$ cat src/rtl/truth_table_sweeper_pkg.sv
// Shared types and constants for the truth-table sweeper: FSM state encoding,
// vector geometry and an 8-bit population count helper.
package sweeper_pkg;

    typedef enum logic [0:0] {
        IDLE = 1'b0,
        RUN  = 1'b1
    } state_t;

    localparam int unsigned NUM_VECTORS = 8;
    localparam int unsigned VEC_W       = 3;

    function automatic logic [3:0] popcount8(input logic [NUM_VECTORS-1:0] v);
        logic [3:0] n;
        n = '0;
        for (int unsigned i = 0; i < NUM_VECTORS; i++) begin
            n = n + 4'(v[i]);
        end
        return n;
    endfunction

endpackage

$ cat src/rtl/truth_table_sweeper_if.sv
// Stimulus/capture bundle between the sweeper (slave side) and its environment
// (master side: requests sweeps and closes the loop through the circuit under test).
interface truth_table_sweeper_if
    import sweeper_pkg::*;
();

    logic                   start;
    logic                   z;
    logic                   x2;
    logic                   x1;
    logic                   x0;
    logic                   busy;
    logic                   done;
    logic [NUM_VECTORS-1:0] result;
    logic [3:0]             ones;

    modport slave (
        input  start, z,
        output x2, x1, x0, busy, done, result, ones
    );

    modport master (
        output start, z,
        input  x2, x1, x0, busy, done, result, ones
    );

endinterface

$ cat src/rtl/truth_table_sweeper_dwell_counter.sv
// Per-vector dwell timer: counts enabled cycles and flags the last one so the
// sweeper knows when to sample z and advance.
module sweep_dwell_counter #(
    parameter int unsigned DWELL = 4
) (
    input  logic clk,
    input  logic rst,
    input  logic clear,
    input  logic enable,
    output logic last
);

    localparam int unsigned     CNT_W    = (DWELL > 1) ? $clog2(DWELL) : 1;
    localparam logic [CNT_W-1:0] LAST_CNT = CNT_W'(DWELL - 1);

    logic [CNT_W-1:0] r_count;

    assign last = enable && (r_count == LAST_CNT);

    always_ff @(posedge clk) begin
        if (rst || clear) begin
            r_count <= '0;
        end else if (enable) begin
            if (last) begin
                r_count <= '0;
            end else begin
                r_count <= r_count + CNT_W'(1);
            end
        end
    end

endmodule

$ cat src/rtl/truth_table_sweeper.sv
// Drives all eight input vectors of a 3-input circuit in ascending order, samples
// z at the end of each dwell period and publishes the truth table with its popcount.
module truth_table_sweeper
    import sweeper_pkg::*;
#(
    parameter int unsigned DWELL = 4
) (
    input  logic                  clk,
    input  logic                  rst,
    truth_table_sweeper_if.slave  bus
);

    state_t                 r_state;
    logic [VEC_W-1:0]       r_index;
    logic [NUM_VECTORS-1:0] r_table;
    logic [NUM_VECTORS-1:0] r_result;
    logic [3:0]             r_ones;
    logic                   r_done;

    logic                   w_run;
    logic                   w_begin;
    logic                   w_last;
    logic                   w_final;
    logic [VEC_W-1:0]       w_vec;
    logic [NUM_VECTORS-1:0] w_table_next;

    assign w_run   = (r_state == RUN);
    assign w_begin = (r_state == IDLE) && bus.start;

    sweep_dwell_counter #(
        .DWELL (DWELL)
    ) u_dwell (
        .clk    (clk),
        .rst    (rst),
        .clear  (w_begin),
        .enable (w_run),
        .last   (w_last)
    );

    // Table including the bit being sampled this cycle, so the final sample
    // reaches result/ones on the same edge that ends the sweep.
    always_comb begin
        w_table_next          = r_table;
        w_table_next[r_index] = bus.z;
    end

    assign w_final = w_run && w_last && (r_index == VEC_W'(NUM_VECTORS - 1));

    always_ff @(posedge clk) begin
        if (rst) begin
            r_state  <= IDLE;
            r_index  <= '0;
            r_table  <= '0;
            r_result <= '0;
            r_ones   <= '0;
            r_done   <= 1'b0;
        end else begin
            r_done <= 1'b0;
            case (r_state)
                IDLE: begin
                    if (bus.start) begin
                        r_state <= RUN;
                        r_index <= '0;
                        r_table <= '0;
                    end
                end
                RUN: begin
                    if (w_last) begin
                        r_table <= w_table_next;
                        if (w_final) begin
                            r_state  <= IDLE;
                            r_index  <= '0;
                            r_result <= w_table_next;
                            r_ones   <= popcount8(w_table_next);
                            r_done   <= 1'b1;
                        end else begin
                            r_index <= r_index + VEC_W'(1);
                        end
                    end
                end
                default: r_state <= IDLE;
            endcase
        end
    end

    assign w_vec = w_run ? r_index : '0;

    assign bus.x2     = w_vec[2];
    assign bus.x1     = w_vec[1];
    assign bus.x0     = w_vec[0];
    assign bus.busy   = w_run;
    assign bus.done   = r_done;
    assign bus.result = r_result;
    assign bus.ones   = r_ones;

endmodule

$ cat src/flat_wrapper.sv
// flat-port wrapper written by rule: the top's interface ports become plain ports
module truth_table_sweeper_flat import sweeper_pkg::*;
#(
    parameter int unsigned DWELL = 4
)
  (clk, rst, bus_start, bus_z, bus_x2, bus_x1, bus_x0, bus_busy, bus_done, bus_result, bus_ones);
  truth_table_sweeper_if bus_i ();
  input  logic clk;
  input  logic rst;
  input wire logic [$bits(bus_i.start)-1:0] bus_start;
  input wire logic [$bits(bus_i.z)-1:0] bus_z;
  output wire logic [$bits(bus_i.x2)-1:0] bus_x2;
  output wire logic [$bits(bus_i.x1)-1:0] bus_x1;
  output wire logic [$bits(bus_i.x0)-1:0] bus_x0;
  output wire logic [$bits(bus_i.busy)-1:0] bus_busy;
  output wire logic [$bits(bus_i.done)-1:0] bus_done;
  output wire logic [$bits(bus_i.result)-1:0] bus_result;
  output wire logic [$bits(bus_i.ones)-1:0] bus_ones;
  assign bus_i.start = bus_start;
  assign bus_i.z = bus_z;
  assign bus_x2 = bus_i.x2;
  assign bus_x1 = bus_i.x1;
  assign bus_x0 = bus_i.x0;
  assign bus_busy = bus_i.busy;
  assign bus_done = bus_i.done;
  assign bus_result = bus_i.result;
  assign bus_ones = bus_i.ones;
  truth_table_sweeper #(.DWELL(DWELL)) u_core (.clk(clk), .rst(rst), .bus(bus_i));
endmodule
$ cat config.mk
export PLATFORM = sky130hd
export DESIGN_NAME = truth_table_sweeper_flat
export DESIGN_NICKNAME = d
export VERILOG_FILES = /design/src/rtl/truth_table_sweeper_pkg.sv /design/src/rtl/truth_table_sweeper_if.sv /design/src/rtl/truth_table_sweeper_dwell_counter.sv /design/src/rtl/truth_table_sweeper.sv /design/src/flat_wrapper.sv
export SDC_FILE = /design/constraint.sdc
export NUM_CORES = 1
export LEC_CHECK = 0
export CORE_MARGIN = 3
export CORE_UTILIZATION = 30
export DETAILED_ROUTE_END_ITERATION = 6
export PLACE_DENSITY_LB_ADDON = 0.12
export SKIP_LAST_GASP = 1
export SYNTH_ARGS = -nofsm -noshare
export SYNTH_HDL_FRONTEND = slang
export SYNTH_SLANG_ARGS = --single-unit
$ cat constraint.sdc
create_clock -name clk -period 11.36 [get_ports clk]
set_clock_uncertainty 0.15 [all_clocks]
set_input_delay 2.272 -clock clk [delete_from_list [all_inputs] [get_ports clk]]
set_output_delay 2.272 -clock clk [all_outputs]
set_load 0.05 [all_outputs]
==> out/metrics.csv, run 1 <==
stage,metric,value,unit
placement,dpl_cell_area,1560,sq um
grt,grt_pass1_wl,4630,um
routing,drtIter0Drc,16,
setup_path,startpoint_type,input port,
synth,ys_ff_latch,27,
cells_and_area,final_area,1610,sq um
clock_tree,cts_tree,done,
power,comb_power_share,6.0,%
timing,setup_ws,5.81,ns
cells_and_area,area.growth.synth_to_final,19.8,%
routing,route.detailed.drc,0,
outcome,status,"complete, no violations",
power,p_sw,38.3,uW
cells_and_area,seqCellArea,541,sq um
routing,via_per_inst,5.11,
cells_and_area,multi_input_area,736,sq um
floorplanning,ios,21,
placement,hpwl,2000,um
floorplanning,core,4170,sq um
clock_tree,clockRootBuffer,clkbuf_8,
timing,maxSlewViolCount,0,
clock_tree,clock-sinks,27,
floorplanning,fp.dieArea,5320,sq um
synth,synth_ff_type,dfxtp_1,
routing,num_vias,986,
floorplanning,die_w,72.9,um
cells_and_area,num-fill-cells,408,
setup_path,path_class,input port to flip-flop,
synth,syn_nets,141,
synth,synth_area_leaders,"dfxtp_1, a22o_1, fa_1",
floorplanning,die_h,72.9,um
setup_path,end_kind,flip-flop,
power,swShare,23.6,%
cells_and_area,drive_gt1_share,10.5,%
synth,ys.warnings.count,0,
timing,finalCriticalPeriod,5.55,ns
floorplanning,start_util,32.2,%
clock_tree,cts_buffer_depth,2,
grt,grt_use_total,11.1,%
timing,fmax,180,MHz
timing,tns,0,ns
power,p_leak,0.647,nW
grt,grt_max_degree,17,
synth,avgSynthCellArea,10.6,sq um
setup_path,arrival,5.58,ns
timing,max_slew_margin,24.7,%
setup_path,required,11.39,ns
grt,grt_pass1_vias,933,
clock_tree,path_clk_slew,0.10,ns
synth,synth.distinct_cells,35,
hold_path,hold_class,flip-flop to flip-flop,
clock_tree,insertion_delay,0.27,ns
grt,antenna_found_initial,0,
timing,setup_viol,0,
setup_path,crit_buf_inv,3,
synth,yosysTopAreaCell,dfxtp_1,
placement,port_buffers,20,
run,cap_violations,0,
routing,firstDrtPassIters,4,
synth,synth_edf_count,0,
synth,syn-cell-area,1340,sq um
synth,synth.top_cells.by_count,"dfxtp_1, a22o_1, o22ai_1",
routing,wl_per_cell,13.9,um
synth,seq_area_frac_synth,40.2,%
timing,rsz0062_at_grt,false,
grt,grt-ovfl-total,0,
setup_path,path_common_cell,fa_1,
power,peakVddDrop,0.0423,mV
power,p_int,124,uW
setup_path,slowest_stage,clkdlybuf4s50_1,
timing,worst_pin_slew,1.12,ns
clock_tree,cts_buffers,3,
placement,pre_cts_ws,5.50,ns
power,power-per-cell-area,101,nW/um^2
routing,finalWirelength,2680,um
power,clkPwrFrac,34.7,%
power,p_total,162,uW
clock_tree,cts.repair.resized,0,
setup_path,path_max_fanout,9,
clock_tree,postCtsSetupRepairBufs,0,
synth,async_flop_share,0,%
setup_path,crit_family,adder cells,
timing,post-route-period-util,48.9,%
synth,syn_inst,127,
synth,synth.top_cell.area_share,40.2,%
floorplanning,core.rowCount,23,
placement,gp_congestion,0.751,
cells_and_area,nets,158,
cells_and_area,antenna_cells,0,
clock_tree,cts.htree.levels,1,
synth,yosysMostFrequentCell,dfxtp_1,
setup_path,slowest_delay,0.57,ns
power,pwr-share-seq,59.4,%
clock_tree,hold_buffers,0,
timing,hold_viol_final,0,
setup_path,crit_path_cell_trace,clkdlybuf4s50_1 -> mux2_2 -> ha_1 -> inv_1 -> fa_1 -> fa_1 -> inv_1 -> fa_1 -> fa_1 -> a22o_1,
routing,drtAntennaViolNets,0,
-- kinds of logic after synthesis --
group / share of synthesized area [%]
compound gates: 18.9
simple gates: 14.4
flops: 40.2
buf+inv: 5.03
mux: 9.22
fa+ha+maj: 11.5
xor+xnor: 0.652
-- path summary, 6_finish.rpt --
check                                     from                                end  slack (ns)  cells after the start
min reg2reg  u_core.bus.result[4]$_SDFFE_PP0P_  u_core.bus.result[4]$_SDFFE_PP0P_        0.31                      2
max                                      bus_z    u_core.bus.ones[1]$_SDFFE_PP0P_        5.81                     10
max reg2reg     u_core.r_index[0]$_SDFFE_PP0P_    u_core.bus.ones[1]$_SDFFE_PP0P_        7.50                     10
min          u_core.bus.result[4]$_SDFFE_PP0P_  u_core.bus.result[4]$_SDFFE_PP0P_        0.31                      2
-- power groups by stage --
stage / Clock (mW) / Combinational, mW / Sequential, mW
after global placement: 0 / 0.00955 / 0.0985
after global routing: 0.0638 / 0.0109 / 0.0967
final: 0.0563 / 0.00973 / 0.0964
after floorplan: 0 / 0.00688 / 0.0986
after CTS: 0.0592 / 0.00987 / 0.0964
after detailed placement: 0 / 0.00985 / 0.0986
-- cell usage in the layout (no fill, tap or decap), types with 2 or more instances in the layout --
cell             instances
nand2_1                  5
mux2_4                   2
clkbuf_8                 3
o21ai_0                  4
mux2i_1                  6
ha_1                     6
and3b_1                  4
clkdlybuf4s50_1         20
dfxtp_1                 27
inv_1                    5
o22ai_1                  8
a22oi_1                  2
nor3b_1                  2
nor3b_2                  3
fa_1                     4
and2_1                   3
a22o_1                  14
mux2_2                   3
a21oi_1                  2
nor2_1                   6
-- stage by stage --
step / hold WS (ns) / instances / util [%]
6_report: 0.307 / 193 / 38.6
5_1_grt: 0.344 / 193 / 38.6
3_5_place_dp: 0.300 / 189 / 37.4
4_1_cts: 0.315 / 193 / 38.6
2_1_floorplan: 0.288 / 127 / -
3_3_place_gp: 0.289 / 189 / 37.4
-- layout make-up --
type	count	area share, %
well taps	50	3.89
clock buffers	3	2.56
inverters	6	1.40
flip-flops and latches	27	33.6
clock inverters	1	0.466
repair buffers	20	12.4
multi-input cells	86	45.7
-- per-layer routing --
| layer | part of all wire, % | vias up | GRT usage (%) |
|---|---|---|---|
| li1 | - | 494 | - |
| met1 | 51 | 471 | 15.7 |
| met2 | 44 | 17 | 17.0 |
| met3 | 3.7 | 4 | 2.07 |
| met4 | 1.3 | 0 | 3.69 |
| met5 | 0 | - | 0 |
-- flip-flops by register name, indices dropped and copies added, names as in the netlist --
register / cells
u_core.bus.busy: 1
u_core.bus.done: 1
u_core.bus.ones: 4
u_core.bus.result: 8
u_core.r_index: 3
u_core.r_table: 8
u_core.u_dwell.r_count: 2
-- worst register-to-register path: cells and delay by family, from the launching register on --
kind                     cells  cell delay [ns]
flip-flops                   1             0.55
AND/OR/NAND/NOR              1             0.33
AO/OA/AOI/OAI                1             0.20
adder cells (fa/ha/maj)      5             2.06
buffers and inverters        2             0.10
multiplexers                 1             0.38
(Power assumes the default switching activity.)
==> run 2: changes to the inputs <==
==> constraint.sdc (replaced) <==
create_clock -name clk -period 5.4 [get_ports clk]
set_clock_uncertainty 0.15 [all_clocks]
set_input_delay 1.08 -clock clk [delete_from_list [all_inputs] [get_ports clk]]
set_output_delay 1.08 -clock clk [all_outputs]
set_load 0.05 [all_outputs]
==> run 2 against run 1 <==
  * Critical path depth unchanged
  * Cell area stayed put
  * Combinational power is 110% higher
  * Total power up 110%
  * Hold slack got worse by 0.0029 ns
  * Count of clock-buffer cells in the layout did not move
  * Routed wire length decreased by 0.34%
  * Clock power up 110%
  * Largest power group unchanged
  * Register-to-register slack got worse by 6.0 ns
  * Die area did not move
  * Flip-flop and latch count did not move
==> out/metrics.csv, run 2 (same netlist as run 1, synthesis figures left out) <==
stage,metric,value,unit,change
setup_path,r2r_start,u_core.r_index[0]$_SDFFE_PP0P_,,
routing,num_vias,967,,-1.9%
power,p_leak,0.647,nW,unchanged
clock_tree,cts_buffers,3,,unchanged
power,power-per-cell-area,213,nW/um^2,+110%
hold_path,hold_class,flip-flop to flip-flop,,
routing,finalWirelength,2670,um,-0.34%
floorplanning,die_w,72.9,um,unchanged
setup_path,arrival,4.37,ns,-1.21 ns
timing,fmax,231,MHz,
cells_and_area,final_util,38.6,%,unchanged
timing,tns,0,ns,unchanged
timing,hold_viol_final,0,,unchanged
grt,grt_pass1_wl,4580,um,-1.0%
cells_and_area,final_area,1610,sq um,unchanged
routing,route.detailed.drc,0,,unchanged
outcome,status,"complete, no violations",,
clock_tree,cts_buffer_depth,2,,unchanged
timing,maxSlewViolCount,0,,unchanged
clock_tree,path_clk_slew,0.10,ns,about the same
setup_path,path_common_cell,fa_1,,
floorplanning,fp.dieArea,5320,sq um,unchanged
setup_path,slowest_delay,0.57,ns,about the same
placement,gp_congestion,0.751,,about the same
grt,antenna_found_initial,0,,unchanged
timing,rsz0062_at_grt,false,,
cells_and_area,drive_gt1_share,10.5,%,unchanged
grt,grt_max_degree,17,,unchanged
setup_path,crit_buf_inv,3,,unchanged
routing,via_per_inst,5.01,,-1.9%
setup_path,slowest_stage,clkdlybuf4s50_1,,
clock_tree,cts.htree.levels,1,,unchanged
power,p_total,342,uW,+110%
setup_path,crit_family,adder cells,,
routing,drtAntennaViolNets,0,,unchanged
setup_path,path_max_fanout,9,,unchanged
placement,dpl_cell_area,1560,sq um,unchanged
routing,drtIter0Drc,25,,+9
placement,hpwl,2030,um,+1.1%
cells_and_area,layout_common_cells,"dfxtp_1, clkdlybuf4s50_1, a22o_1, o22ai_1",,
setup_path,crit_path_cell_trace,clkdlybuf4s50_1 -> mux2_2 -> ha_1 -> inv_1 -> fa_1 -> fa_1 -> inv_1 -> fa_1 -> fa_1 -> a22o_1,,
clock_tree,clock-sinks,27,,unchanged
run,cap_violations,0,,unchanged
timing,post-route-period-util,80.2,%,
floorplanning,core,4170,sq um,unchanged
power,peakVddDrop,0.161,mV,+280%
floorplanning,core.rowCount,23,,unchanged
clock_tree,cts_tree,done,,
timing,setup_viol,0,,unchanged
setup_path,end_kind,flip-flop,,
timing,finalCriticalPeriod,4.33,ns,
floorplanning,die_h,72.9,um,unchanged
cells_and_area,nets,158,,unchanged
setup_path,startpoint_type,input port,,
setup_path,path_class,input port to flip-flop,,
clock_tree,hold_buffers,0,,unchanged
clock_tree,clockRootBuffer,clkbuf_8,,
floorplanning,ios,21,,unchanged
grt,grt_pass1_vias,925,,-0.86%
cells_and_area,area.growth.synth_to_final,19.8,%,unchanged
clock_tree,cts.repair.resized,0,,unchanged
setup_path,startpoint,bus_z,,
hold_path,holdCritStartpoint,u_core.bus.result[4]$_SDFFE_PP0P_,,
floorplanning,start_util,32.2,%,unchanged
cells_and_area,antenna_cells,0,,unchanged
grt,grt-ovfl-total,0,,unchanged
placement,port_buffers,20,,unchanged
clock_tree,postCtsSetupRepairBufs,0,,unchanged
setup_path,required,5.44,ns,-5.95 ns
timing,worst_pin_slew,1.20,ns,+0.0753 ns
routing,wl_per_cell,13.8,um,-0.34%
grt,grt_use_total,11.2,%,+0.12 points
timing,max_slew_margin,19.7,%,-5.0 points
clock_tree,insertion_delay,0.28,ns,about the same
routing,firstDrtPassIters,4,,unchanged
cells_and_area,layout_commonest_cell,dfxtp_1,,
run 2: final timing paths:
path	end	slack, ns	cells after the start
max reg2reg	u_core.bus.ones[1]$_SDFFE_PP0P_	1.55	10
min	u_core.bus.result[4]$_SDFFE_PP0P_	0.30	2
min reg2reg	u_core.bus.result[4]$_SDFFE_PP0P_	0.30	2
max	u_core.bus.ones[1]$_SDFFE_PP0P_	1.07	10
run 2: cell type report:
type	count	area (sq um)
well taps	50	62.6
clock inverters	1	7.51
repair buffers	20	200
multi-input cells	86	736
clock buffers	3	41.3
flip-flops and latches	27	541
fillers	422	2560
inverters	6	22.5
run 2: stage by stage:
step | hold slack (ns) | setup WS, ns | instances
after CTS | 0.312 | 1.06 | 193
after detailed placement | 0.297 | 0.743 | 189
after global placement | 0.289 | 0.822 | 189
final | 0.304 | 1.07 | 193
after global routing | 0.340 | 0.939 | 193
after floorplan | 0.288 | 1.34 | 127
run 2: power breakdown:
group          internal [mW]  switching [mW]
combinational        0.00834          0.0121
clock                 0.0525          0.0668
sequential             0.200         0.00239
run 2: metal layers:
metal / part of all wire [%] / GRT usage (%) / routed length [um] / vias up
li1: - / - / - / 493
met1: 51 / 15.1 / 1350 / 460
met2: 45 / 17.8 / 1210 / 12
met3: 3.1 / 3.31 / 82 / 2
met4: 0.83 / 2.46 / 22 / 0
met5: 0 / 0 / 0 / -
run 2: worst register-to-register path, delay by kind of cell, from the launching register on:
family,cells,cell delay [ns]
DFF,1,0.56
muxes,1,0.39
adders and majority gates,5,2.05
AOI/OAI and AO/OA,1,0.20
and+or+nand+nor,1,0.33
buffers and inverters,2,0.10
